**config.mk**
```make
export PLATFORM = sky130hd
export DESIGN_NAME = ram_arbiter
export DESIGN_NICKNAME = d
export VERILOG_FILES = /design/src/rtl/ram_arbiter_pkg.sv /design/src/rtl/ram_arbiter_arb_rr2.sv /design/src/rtl/ram_arbiter.sv
export SDC_FILE = /design/constraint.sdc
export NUM_CORES = 1
export LEC_CHECK = 0
export CAP_MARGIN = 20
export CORE_ASPECT_RATIO = 1.75
export CORE_UTILIZATION = 30
export CTS_BUF_LIST = sky130_fd_sc_hd__clkbuf_8
export CTS_CLUSTER_DIAMETER = 50
export CTS_CLUSTER_SIZE = 30
export DETAILED_ROUTE_END_ITERATION = 7
export PLACE_DENSITY_LB_ADDON = 0.1
export SLEW_MARGIN = 20
export SYNTH_ARGS = -nofsm -noshare
export SYNTH_HDL_FRONTEND = slang
export SYNTH_HIERARCHICAL = 1
export SYNTH_SLANG_ARGS = --single-unit
```
**constraint.sdc**
```tcl
create_clock -name clk -period 2.2 [get_ports clk]
set_input_delay 0.33 -clock clk [delete_from_list [all_inputs] [get_ports clk]]
set_output_delay 0.33 -clock clk [all_outputs]
set_load 0.05 [all_outputs]
```
**src/rtl/ram_arbiter_pkg.sv**
```systemverilog
`default_nettype none
// ============================================================================
// Module      : ram_arbiter_pkg
// Description : Shared widths, FSM state encoding and port identifiers for
//               the two-port RAM arbiter and its round-robin picker.
// Revision    : 1.0 - initial release
// ============================================================================
package ram_arbiter_pkg;

  // Default RAM geometry, shared with the RAM model.
  localparam int c_ADDR_W_DEF = 10;
  localparam int c_DATA_W_DEF = 20;

  // Arbiter FSM encoding.
  typedef enum logic [1:0] {
    ST_IDLE = 2'd0,
    ST_BUSY = 2'd1,
    ST_DONE = 2'd2
  } state_t;

  // Requester identity; bit position in the req/grant vectors matches value.
  typedef enum logic {
    PORT_F = 1'b0,
    PORT_D = 1'b1
  } port_t;

  // One-hot mask selecting a port's bit in a req/grant vector.
  function automatic logic [1:0] port_mask(input port_t p);
    return (p == PORT_D) ? 2'b10 : 2'b01;
  endfunction

endpackage
`default_nettype wire

```
**src/rtl/ram_arbiter_arb_rr2.sv**
```systemverilog
`default_nettype none
// ============================================================================
// Module      : arb_rr2
// Description : Combinational two-input round-robin picker. A lone requester
//               wins; on a tie the port that was not granted last wins.
// Revision    : 1.0 - initial release
// ============================================================================
module arb_rr2
  import ram_arbiter_pkg::*;
(
  input  logic [1:0] req,
  input  port_t      last_grant,
  output logic [1:0] grant
);

  // Pick at most one winner from the two request lines.
  always_comb begin
    grant = 2'b00;
    case (req)
      2'b01:   grant = 2'b01;
      2'b10:   grant = 2'b10;
      2'b11:   grant = (last_grant == PORT_D) ? 2'b01 : 2'b10;
      default: grant = 2'b00;
    endcase
  end

endmodule
`default_nettype wire

```
**src/rtl/ram_arbiter.sv**
```systemverilog
`default_nettype none
// ============================================================================
// Module      : ram_arbiter
// Description : Shares one single-port RAM between a read-only fetch port and
//               a load/store data port. IDLE -> BUSY (RAM command) -> DONE
//               (ack), with back-to-back DONE -> BUSY when the other port is
//               waiting. The RAM read path is combinational, so read data is
//               captured at the BUSY -> DONE edge and is valid with the ack.
// Revision    : 1.0 - initial release
// ============================================================================
module ram_arbiter
  import ram_arbiter_pkg::*;
#(
  parameter int ADDR_W = c_ADDR_W_DEF,
  parameter int DATA_W = c_DATA_W_DEF
) (
  input  logic              clk,
  input  logic              rst,
  // fetch port
  input  logic              f_req,
  input  logic [ADDR_W-1:0] f_addr,
  output logic              f_ack,
  output logic [DATA_W-1:0] f_data,
  // data port
  input  logic              d_req,
  input  logic              d_we,
  input  logic [ADDR_W-1:0] d_addr,
  input  logic [DATA_W-1:0] d_wdata,
  output logic              d_ack,
  output logic [DATA_W-1:0] d_rdata,
  // RAM side
  output logic [ADDR_W-1:0] ram_addr,
  output logic [DATA_W-1:0] ram_write,
  output logic              ram_str,
  output logic              ram_ld,
  input  logic [DATA_W-1:0] ram_read
);

  state_t            r_state;
  port_t             r_sel;
  port_t             r_last;

  logic [1:0]        w_req;
  logic [1:0]        w_grant;
  logic              w_launch;
  port_t             w_sel;
  logic [ADDR_W-1:0] w_addr;
  logic [DATA_W-1:0] w_wdata;
  logic              w_str;
  logic              w_ld;

  // Eligible requests; the port being acked in DONE still holds its req, so it is masked out.
  always_comb begin
    w_req = {d_req, f_req};
    if (r_state == ST_DONE) begin
      w_req = w_req & ~port_mask(r_sel);
    end
  end

  arb_rr2 u_arb (
    .req        (w_req),
    .last_grant (r_last),
    .grant      (w_grant)
  );

  // RAM command that a new grant would load into the output registers.
  always_comb begin
    w_launch = |w_grant;
    w_sel    = w_grant[1] ? PORT_D : PORT_F;
    w_addr   = f_addr;
    w_wdata  = '0;
    w_str    = 1'b0;
    w_ld     = 1'b1;
    if (w_sel == PORT_D) begin
      w_addr  = d_addr;
      w_wdata = d_we ? d_wdata : '0;
      w_str   = d_we;
      w_ld    = ~d_we;
    end
  end

  // Arbiter FSM with all RAM-side and ack/data outputs registered.
  always_ff @(posedge clk or posedge rst) begin
    if (rst) begin
      r_state   <= ST_IDLE;
      r_sel     <= PORT_F;
      r_last    <= PORT_D;
      ram_addr  <= '0;
      ram_write <= '0;
      ram_str   <= 1'b0;
      ram_ld    <= 1'b0;
      f_ack     <= 1'b0;
      d_ack     <= 1'b0;
      f_data    <= '0;
      d_rdata   <= '0;
    end else begin
      case (r_state)
        ST_IDLE, ST_DONE: begin
          f_ack   <= 1'b0;
          d_ack   <= 1'b0;
          ram_str <= 1'b0;
          ram_ld  <= 1'b0;
          if (w_launch) begin
            r_state   <= ST_BUSY;
            r_sel     <= w_sel;
            r_last    <= w_sel;
            ram_addr  <= w_addr;
            ram_write <= w_wdata;
            ram_str   <= w_str;
            ram_ld    <= w_ld;
          end else begin
            r_state <= ST_IDLE;
          end
        end
        ST_BUSY: begin
          r_state <= ST_DONE;
          ram_str <= 1'b0;
          ram_ld  <= 1'b0;
          if (r_sel == PORT_F) begin
            f_ack  <= 1'b1;
            f_data <= ram_read;
          end else begin
            d_ack <= 1'b1;
            if (ram_ld) begin
              d_rdata <= ram_read;
            end
          end
        end
        default: r_state <= ST_IDLE;
      endcase
    end
  end

endmodule
`default_nettype wire

```
### After elaboration in Yosys (flattened, before gate mapping)

Cells that the tools add are included.
Widths: inputs -> output; s select.

* register bits after elaboration: 78
* latch bits: 0
* memory bits (writable): 0
* memory bits (read-only): 0
* bits of input ports: 65
* word-level logic and storage cells: 51
* memories kept: 0

* add/subtract/negate cells: 0
* multiply operators: 0
* div/mod/pow operators: 0
* $lt $le $gt $ge: 0
* equality and inequality tests: 7
* shift operators: 0
* multiplexer cells: 20
* bitwise gates (word level): 4
* reduce and logical (&&, ||, !) cells: 9

Operator list (number)
* $mux 20: 2
* $mux 10: 1
* $mux 1: 8
* $pmux 1 s2: 4
* $reduce_and 2->1: 4
* $eq 2x2->1 const B: 3
* $mux 2: 3
* $pmux 2 s3: 1
* $eq 2x1->1 const B: 2
* $ne 2x2->1 const B: 2
* $pmux 2 s2: 1
* $reduce_or 2->1: 2
* $reduce_and 3->1: 1
* $and 2x2->2: 1
* $logic_not 2->1: 1
* $not 1->1: 2
* $not 2->2: 1
* $reduce_bool 2->1: 1

### Longest topological paths before layout

Gate-level depths: netlist of run 1.

* word-level depth: 10
* mapped depth: 8

### Hierarchy

Netlist of run 1, hierarchy kept.

Modules (own cells, without submodules)
* ram_arbiter: times used 1, cells an instance 218, area each 3114.2 um^2
* arb_rr2: times used 1, cells an instance 3, area each 18.8 um^2

### Worst setup path before layout of run 1

OpenSTA, ideal clock, no wires.

* path type: reg-to-reg
* from: register r_state[1]
* to: register ram_write[10]
* setup time: 0.067 ns
* data arrival time: 1.871 ns
* required time: 2.133 ns
* setup slack: 0.262 ns
* cell stages (with the launch flop): 8
* path buffers: 1
* path through: dfrtp_1 -> inv_1 -> o31a_1 -> a21boi_0 -> nor2b_2 -> and2_1 -> buf_2 -> a22o_1

* word-level cells in the longest chain between the ends: 6

RTL lines
* start, declared: RTL line ram_arbiter.sv:39 `state_t r_state;`
* start signal, assigned: RTL line ram_arbiter.sv:85 `r_state <= ST_IDLE;`
* start signal, assigned: RTL line ram_arbiter.sv:104 `r_state <= ST_BUSY;`
* start signal, assigned: RTL line ram_arbiter.sv:112 `r_state <= ST_IDLE;`
* $eq 2x2->1 (*): RTL line ram_arbiter.sv:55 `if (r_state == ST_DONE) begin`
* $mux 2 (*): RTL line ram_arbiter.sv:55
* net w_req[0]: RTL line ram_arbiter.sv:43 `logic [1:0] w_req;`
* $eq 2x2->1 / $eq 2x1->1 (equally long branches): RTL line ram_arbiter_arb_rr2.sv:19 `case (req)`
* $pmux 2 s3 (*): RTL line ram_arbiter_arb_rr2.sv:19
* net w_grant[1]: RTL line ram_arbiter.sv:44 `logic [1:0] w_grant;`
* $mux 1 / $reduce_or 2->1 (equally long branches): RTL line ram_arbiter.sv:69, ram_arbiter.sv:68
* $mux 20 / $reduce_and 2->1 (equally long branches)
* end signal, assigned: RTL line ram_arbiter.sv:108 `ram_write <= w_wdata;`
* end, declared: RTL line ram_arbiter.sv:33 `output logic [DATA_W-1:0] ram_write,`

Mark *: on every way through the listed nets, which the timed path passes. The rest lies on a longest branch.
A chain may end at the register's enable or synchronous reset.

### Final worst setup path of run 1

* from: register r_state[1]
* to: register ram_write[11]

Same word-level chain as after synthesis.

==> results of run 1 <==
## cell usage in the layout, fill, tap and decap left out, types with 8 or more instances in the layout
master             n
mux2_4            20
buf_4              8
dfrtp_1           76
nor2_1            13
a22o_1            20
clkdlybuf4s50_1  138
clkbuf_8           9
nor3b_1            9
nor3_1            21
mux2_2            20
## critical path: cells and delay by family, from the launching register on
family	cells	cell delay, ns
and+or+nand+nor	2	0.39
AOI/OAI and AO/OA	3	0.63
DFF	1	0.58
buffers and inverters	2	0.30
## stage by stage
step	hold WS (ns)	util [%]	area, um^2
global route	0.502	47.4	4850
global placement	0.484	45.7	4680
finish	0.469	47.4	4850
floorplan	0.463	-	3140
CTS	0.464	47.4	4850
detailed placement	0.491	45.7	4680
## registers in the layout (all words and copies together), names as in the netlist
register,cells
d_rdata,20
f_data,20
ram_write,20
ram_addr,10
r_state,2
d_ack,1
f_ack,1
r_last,1
r_sel,1
ram_ld,1
ram_str,1
## area by class of cell
class                   instances  area (um^2)  share of cell area, %
flip-flops and latches         78         1950                   40.3
well taps                     127          159                   3.28
repair buffers                147         1460                   30.1
inverters                       8         33.8                  0.696
clock inverters                 7         42.5                  0.877
clock buffers                   9          124                   2.55
multi-input cells             122         1080                   22.2
## final timing paths
check	slack [ns]	start	cells after the start	endpoint
max reg2reg	0.23	r_state[1]	7	ram_write[11]
min	0.47	rst	3	d_rdata[18]
max	0.23	r_state[1]	7	ram_write[11]
min reg2reg	0.50	d_ack	2	d_ack
min in group clk	0.50	d_ack	2	d_ack
max in group asynchronous	1.29	rst	3	r_state[0]
## logic make-up (layout without fill, tap and decap cells)
family          count (synthesis)  in the layout
flops                          78             78
simple gates                   50             50
compound gates                 31             31
buf+inv                        21            171
mux                            41             41
## metal layers
layer  global-route usage, %  up-vias  routed length (um)
li1                        -     1069                   -
met1                    18.0     1119                3270
met2                    25.4       71                4160
met3                    3.25       11                 346
met4                    7.98        0                 153
met5                       0        -                   0
## where the power goes
part           switching (mW)  internal, mW
Sequential              0.442          2.12
Clock                   0.526         0.401
Combinational            3.20          1.98
## timing repair
| item | 4_1_cts | 5_1_grt |
|---|---|---|
| resized for setup | 0 | 1 |
| endpoints found under the setup margin | 0 | 1 |
| endpoints found under the hold margin | 0 | 0 |
==> results by group, run 1 <==
Logic synthesis
  – Distinct cells, synth: 32
  – Synth async-reset ratio: between 90% and 100%
  – Commonest cells post-synth: 77 x dfrtp_1, 21 x nor3_1, 20 x a22o_1, 20 x mux2_2, 20 x mux2_4
  – Mapped Nets: around 290
  – Seq cells post-synth: a little under 80
  – Yosys warning count: 6
  – Mux cell area share after synthesis: 17.1%
  – Post-Synth Simple-Gate Area: around 9%
  – Main combinational cell family by area after synthesis: multiplexers
  – Prevailing post-synth register cell: dfrtp_1
  – Top cell type by total area after synthesis: dfrtp_1
  – Synth Cell Area: between 3000 and 4000 um^2
  – Syn Inst Count: between 200 and 250
  – Post-synthesis xor/xnor area fraction: 0%
  – EDFF count, synth: 0
  – Top-count cell post-synth: dfrtp_1
  – Area contributors post-synth: dfrtp_1 62%, mux2_4 9.6%, mux2_2 7.2%, a22o_1 5.6%, nor3_1 3.4%
  – Synth Area in Compound Gates: 8.07%
  – Syn avg cell area: 14.2 um^2
  – Yosys top cell area share: roughly three fifths
  – Post-synthesis adder-cell area fraction: 0%
  – Register area share after synthesis: 62.3%

Critical path
  – Worst EP required: roughly 2.5 ns
  – Crit path DAT: approximately 2.3 ns
  – Crit. End Element: flop
  – Cell Chain, Critical Path: inv_1 -> o31a_1 -> a21boi_1 -> nor2b_2 -> and2_1 -> buf_12 -> a22o_1
  – Critical Path Slowest Stage Cell: dfrtp_1
  – Critical path type: reg2reg
  – Max FO, Critical Path: 21
  – Worst setup SP type: flop
  – Slowest stage delay, CP: between 0.5 and 0.6 ns

Placement
  – Pre-CTS setup slack: approximately 0.16 ns
  – RePlAce Congestion: approximately 0.74
  – I/O Buffers: between 100 and 150
  – Placed cells: 482
  – Post-DP HPWL: between 5 and 6 mm

Layout
  – Fill count: a little over 900
  – Non-filler cells, final: ~500
  – Layout cells sized above 1: between 10% and 20%
  – Synth-to-layout area growth: 54.8%
  – Final net count: about 430
  – # diodes: 0

Clocking
  – Setup repair bufs after CTS: 0
  – Root buf cell: clkbuf_8
  – Clk slew on worst S/H paths: approximately 0.08 ns
  – CTS sink cnt: slightly below 80
  – CTS tree: done
  – Worst-Skew Late Latency: roughly 0.34 ns
  – CTS buffer count: 9
  – H-tree depth: 3
  – Hold_buf cts: 0
  – CTS Buffer Depth: 2

Detailed routing
  – Remaining antenna violation count: 0
  – Vias: 2270
  – Drt first pass iters: 4
  – Initial DRC count: 66
  – Routed wire per std cell: around 16 um
  – WL final: ~8 mm
  – DRC Markers: 0
  – Via/cell ratio: 4.56

Worst hold path
  – Worst min-delay path category: in2async

Global route
  – Largest net degree at the start of global routing: between 40 and 50
  – Vias in the first global route: 2359
  – Initial antenna violation count: 0
  – GRT overflow: 0
  – Global-route wire length before repair: about 12 mm
  – Total GRT Usage: between 15 and 20%

Floorplan
  – Core area: just over 10000 um^2
  – Die Wd: around 79 um
  – IO Pins: around 140
  – Row count: 49
  – Die Height: around 140 um
  – Die area: about 11000 um^2
  – Starting Density: 30.6%

Pwr
  – PwrDens: roughly 1800 nW/um^2
  – Lkg Pwr: between 2 and 2.5 nW
  – Worst vdd ir: between 700 and 800 uV
  – Pwr Total: around 8.7 mW

Timing
  – F_max: approximately 500 MHz
  – Final Setup Violations: 0
  – Slew HR: 63.6%
  – Fin crit share: about 90%
  – Worst setup margin: approximately 0.23 ns
  – Final Skew: 0.00873 ns
  – Measured slew at the worst slew-check pin: approximately 0.55 ns
  – Setup TNS: 0 ns
  – Slew Viols, Final: 0
  – Fin. Hold Viols: 0
  – Shortest period the worst path allows: 1.97 ns
  – RSZ-0062 raised after global routing: no

Job
  – Max-cap violation count: 0

Outcome
  – Status: completed
Power figures use the tool's default switching activity.
==> inputs of run 2 (changes only) <==
--- a/config.mk
+++ b/config.mk
@@ -13,6 +13,7 @@
 export CTS_CLUSTER_SIZE = 30
 export DETAILED_ROUTE_END_ITERATION = 7
 export PLACE_DENSITY_LB_ADDON = 0.1
+export SKIP_LAST_GASP = 1
 export SLEW_MARGIN = 20
 export SYNTH_ARGS = -nofsm -noshare
 export SYNTH_HDL_FRONTEND = slang
==> results of run 2 <==
Same layout as run 1: the final DEF is identical, and so are final timing and power.
